File: src/rtl/wb_write_queue.sv
// Register-bank write queue: strict FIFO of (dest, data) pairs drained one per cycle.
// Define WBQ_BYPASS_EN to build the sr1/sr2 lookup of pending entries (youngest match wins).
module wb_write_queue #(
    parameter int unsigned DEPTH = 4
) (
    input  logic                     clk,
    input  logic                     reset,
    input  logic                     in_valid,
    input  logic [4:0]               in_dest,
    input  logic [31:0]              in_data,
    output logic                     in_ready,
    input  logic                     drain_hold,
    output logic                     rf_write,
    output logic [4:0]               rf_wr,
    output logic [31:0]              rf_writereg,
    input  logic [4:0]               sr1,
    input  logic [4:0]               sr2,
    output logic                     hit1,
    output logic                     hit2,
    output logic [31:0]              byp1,
    output logic [31:0]              byp2,
    output logic [$clog2(DEPTH):0]   level
);

    localparam int unsigned AW = $clog2(DEPTH);
    localparam int unsigned LW = AW + 1;

    logic [4:0]    dest_q [DEPTH];
    logic [31:0]   data_q [DEPTH];
    logic [AW-1:0] wr_ptr_q, wr_ptr_d;
    logic [AW-1:0] rd_ptr_q, rd_ptr_d;
    logic [LW-1:0] level_q, level_d;
    logic          push, pop, empty;

    assign empty       = (level_q == '0);
    assign in_ready    = (level_q < LW'(DEPTH));
    assign rf_write    = !empty && !drain_hold;
    assign rf_wr       = empty ? 5'd0  : dest_q[rd_ptr_q];
    assign rf_writereg = empty ? 32'd0 : data_q[rd_ptr_q];
    assign level       = level_q;

    assign push = in_valid && in_ready;
    assign pop  = rf_write;

    // Pointer and occupancy next state; power-of-two depth makes the pointers wrap naturally.
    always_comb begin
        wr_ptr_d = wr_ptr_q;
        rd_ptr_d = rd_ptr_q;
        level_d  = level_q;
        if (push) begin
            wr_ptr_d = wr_ptr_q + AW'(1);
        end
        if (pop) begin
            rd_ptr_d = rd_ptr_q + AW'(1);
        end
        case ({push, pop})
            2'b10:   level_d = level_q + LW'(1);
            2'b01:   level_d = level_q - LW'(1);
            default: level_d = level_q;
        endcase
    end

    always_ff @(posedge clk) begin
        if (reset) begin
            wr_ptr_q <= '0;
            rd_ptr_q <= '0;
            level_q  <= '0;
        end else begin
            wr_ptr_q <= wr_ptr_d;
            rd_ptr_q <= rd_ptr_d;
            level_q  <= level_d;
        end
    end

    // Entry storage needs no reset: occupancy alone defines which slots are live.
    always_ff @(posedge clk) begin
        if (push && !reset) begin
            dest_q[wr_ptr_q] <= in_dest;
            data_q[wr_ptr_q] <= in_data;
        end
    end

`ifdef WBQ_BYPASS_EN
    // Scan oldest to newest so the youngest matching entry overrides older ones.
    always_comb begin
        logic [AW-1:0] idx;
        hit1 = 1'b0;
        hit2 = 1'b0;
        byp1 = 32'd0;
        byp2 = 32'd0;
        idx  = '0;
        for (int k = 0; k < int'(DEPTH); k++) begin
            idx = rd_ptr_q + AW'(k);
            if (LW'(k) < level_q) begin
                if (dest_q[idx] == sr1) begin
                    hit1 = 1'b1;
                    byp1 = data_q[idx];
                end
                if (dest_q[idx] == sr2) begin
                    hit2 = 1'b1;
                    byp2 = data_q[idx];
                end
            end
        end
    end
`else
    logic unused_sr;
    assign unused_sr = ^{sr1, sr2};
    assign hit1 = 1'b0;
    assign hit2 = 1'b0;
    assign byp1 = 32'd0;
    assign byp2 = 32'd0;
`endif

endmodule

File: config.mk
export PLATFORM = sky130hd
export DESIGN_NAME = wb_write_queue
export DESIGN_NICKNAME = d
export VERILOG_FILES = /design/src/rtl/wb_write_queue.sv
export SDC_FILE = /design/constraint.sdc
export NUM_CORES = 1
export LEC_CHECK = 0
export ABC_AREA = 0
export BUFFER_PORTS_ARGS = -buffer_cell sky130_fd_sc_hd__buf_2
export CAP_MARGIN = 20
export CELL_PAD_IN_SITES_DETAIL_PLACEMENT = 1
export CELL_PAD_IN_SITES_GLOBAL_PLACEMENT = 2
export CORE_MARGIN = 1
export CORE_UTILIZATION = 35
export CTS_CLUSTER_SIZE = 30
export DETAILED_ROUTE_END_ITERATION = 6
export PLACE_DENSITY = 0.8
export SLEW_MARGIN = 20
export SYNTH_ARGS = -nofsm -noshare
export SYNTH_HDL_FRONTEND = slang
export SYNTH_SLANG_ARGS = --single-unit
File: constraint.sdc
create_clock -name clk -period 4.6 [get_ports clk]
set_clock_uncertainty 0.15 [all_clocks]
set_input_delay 0.92 -clock clk [delete_from_list [all_inputs] [get_ports clk]]
set_output_delay 0.92 -clock clk [all_outputs]
set_load 0.02 [all_outputs]
==> metrics.txt <==
Net Sw Power 0.00132 W; weighted congestion reported at the end of routability-driven placement 0.698; DRC violation count after routing 18; Routed Antenna Nets 0; Leakage ~2.7 nW; final design utilization between 40% and 50%; pin count of the biggest net entering global routing 42; Horiz. Die Dim ~140 um; area delta synth->final 15.2%; final max-slew violation count 0; Port Buffers about 80; Min Clock Period, post-route about 3.3 ns; CTS Buf Count 17; transition time of the tightest slew-check pin about 0.82 ns; Yosys reg bits about 160; max-slew headroom at the worst pin between 40 and 50%; detailed-placement wirelength estimate 6.92 mm; sequential share of power about 43%; Core Rows 49; multiplexer share of the synthesized area roughly an eighth; Register Area 0.00463 mm2; category of the critical setup timing path register to output pin; required time of the critical path ~3.5 ns; CP startpoint kind register; routed vias between 3,000 and 4,000; overall track demand over capacity in global routing 13.2%; number of gates given a new drive strength after cts 0; Vias/cell 4.58; total routed wirelength approximately 12 mm; Max Fanout on Critical Path 37; Clk Latency, worst-skew pair 0.41 ns; clock tree from TritonCTS done; fraction of final layout cells sized beyond drive strength 1 about a third; Netlist Area Pre-Place approximately 0.0066 mm2; run status finished with violations; main area contributors after synthesis edfxtp_1, mux4_2, buf_4; core box area between 0.015 and 0.02 mm2; total count of hold-check failures in the final report 0; Avg Synthesized Cell Area between 15 and 20 um2; clock-pin slew of the registers on the worst-case setup and hold paths ~0.06 ns; first-pass GRT wire length around 19 mm; Cell variety after synth 24; cell count after synthesis around 350; most frequently used flop master after synthesis edfxtp_1; fillers between 1,500 and 2,000; antenna violations before repair 3; remaining global-route overflow 0; Post-layout nets roughly 500; part of the total power dissipated in the clock network about a third; area taken by multi-input logic gates 0.00158 mm2; share of total power consumed by net switching about a third; compound-gate portion of the synthesized area 0.534%; average wire length per cell after detail routing 17.5 um; count of inserted antenna diode cells 0; upper clock frequency limit 0.299 GHz; vias in the first global route about 3,400; H-tree depth 4; area fraction of the dominant cell type after synthesis 67.8%; number of max-cap violations 0; # clock sinks around 160; dominant combinational cell family by area after synthesis multiplexers; final worst path period share slightly above 70%; failing checks design-rule violations; maximum clock path buffer count 2; Post-CTS Setup Repair Bufs 0; iteration count of the initial detailed-routing pass 7; initial core utilization 36.1%; async set or reset register ratio after synthesis 0%; Setup crit end kind output pin; number of ports placed on the die boundary approximately 160; leading post-synthesis cells by instance count edfxtp_1, buf_4, nor2b_1; cell-internal power around 0.0029 W; worst ir drop on vdd 0.286 mV; endpoints failing setup 0; number of enable-type register cells in the synthesized netlist 148; count of routing violations after the opening detailed-route iteration roughly 150; Pwr Density between 500 and 600 mW/mm2; Die Outline Area between 0.015 and 0.02 mm2; yosys warns 0; Comb pwr share 24.9%; fraction of the mapped netlist area in adder cells 1.26%; share of the yosys chip area belonging to registers 70.5%; setup TNS after final layout 0 ns; arrival time at the worst endpoint roughly 2.3 ns; fraction of synthesized cell area in xor and xnor cells less than 1%; RSZ-0062 raised after global routing false; Post-Synth Simple-Gate Area 5.08%; number of buffers added to fix hold violations after cts 0; clock tree root buffer cell clkbuf_16; height of the die 139 um; most common cell in the synthesized netlist edfxtp_1; type of the tightest min-delay check register to register; largest area contributor in the synthesized netlist edfxtp_1
[state kept, by name (all words and copies together), names as in the netlist, named ones only]
| register | flops |
|---|---|
| dest_q | 20 |
| data_q | 128 |
| level | 3 |
| rd_ptr_q | 2 |
| wr_ptr_q | 2 |
[stage by stage]
| stage | setup slack (ns) | power, W | instance area, um2 | std cells | hold WS (ns) |
|---|---|---|---|---|---|
| CTS | 1.15 | 0.00423 | 7500 | 684 | 0.371 |
| global placement | 1.60 | 0.00288 | 6940 | 652 | 0.330 |
| floorplan | 1.76 | 0.00260 | 6800 | 419 | 0.319 |
| global route | 1.06 | 0.00437 | 7550 | 686 | 0.411 |
| finish | 1.26 | 0.00417 | 7550 | 686 | 0.380 |
| detailed placement | 1.50 | 0.00290 | 6940 | 652 | 0.366 |
[routing by layer]
layer / GRT usage (%) / vias up / wire length [um]
li1: - / 1384 / -
met1: 15.9 / 1594 / 5210
met2: 21.8 / 142 / 5710
met3: 4.77 / 17 / 874
met4: 4.91 / 4 / 162
met5: 0 / - / 24
[worst paths after layout]
check | slack (ns) | cells after the start | to | from
max reg2reg | 2.05 | 9 | level[2] | level[2]
min reg2reg | 0.38 | 2 | register | rd_ptr_q[0]
min | 0.38 | 2 | register | rd_ptr_q[0]
max | 1.26 | 3 | rf_writereg[11] | register
[logic make-up after synthesis]
group,Yosys count
and+or+nand+nor,56
AOI/OAI and AO/OA,7
other,1
buffers and inverters,86
xor gates and xnor gates,3
DFF,157
muxes,38
adders and majority gates,6
[layout by cell type (no fill, tap or decap), types with 3 or more instances in the layout]
cell type,synthesis,final
edfxtp_1,148,148
buf_2,4,82
conb_1,1,66
nor2b_1,39,39
mux4_2,37,37
clkbuf_16,0,17
nor2_1,7,7
inv_1,7,7
dfxtp_1,9,7
a21oi_1,5,5
ha_1,5,5
clkinv_4,0,4
clkinvlp_4,0,3
inv_6,0,3
[final cells by class]
class,count,share of cell area [%]
clock buffers,17,5.63
clock inverters,15,1.84
repair buffers,85,6.07
well taps,229,3.80
multi-input cells,176,21.0
flip-flops and latches,157,61.4
inverters,7,0.348
[worst max-delay path, cell delays in order (launching register included)]
cell	delay [ns]
dfxtp_4	0.88
mux4_2	0.60
nor2b_1	0.16
buf_2	0.19
[power by group through the flow]
stage / logic, W / clock network (W) / registers (W)
floorplan: 0.000861 / 0 / 0.00174
global placement: 0.00103 / 0 / 0.00184
detailed placement: 0.00105 / 0 / 0.00185
CTS: 0.00105 / 0.00136 / 0.00182
global route: 0.00112 / 0.00142 / 0.00184
finish: 0.00104 / 0.00132 / 0.00181
(Power assumes the default switching activity.)
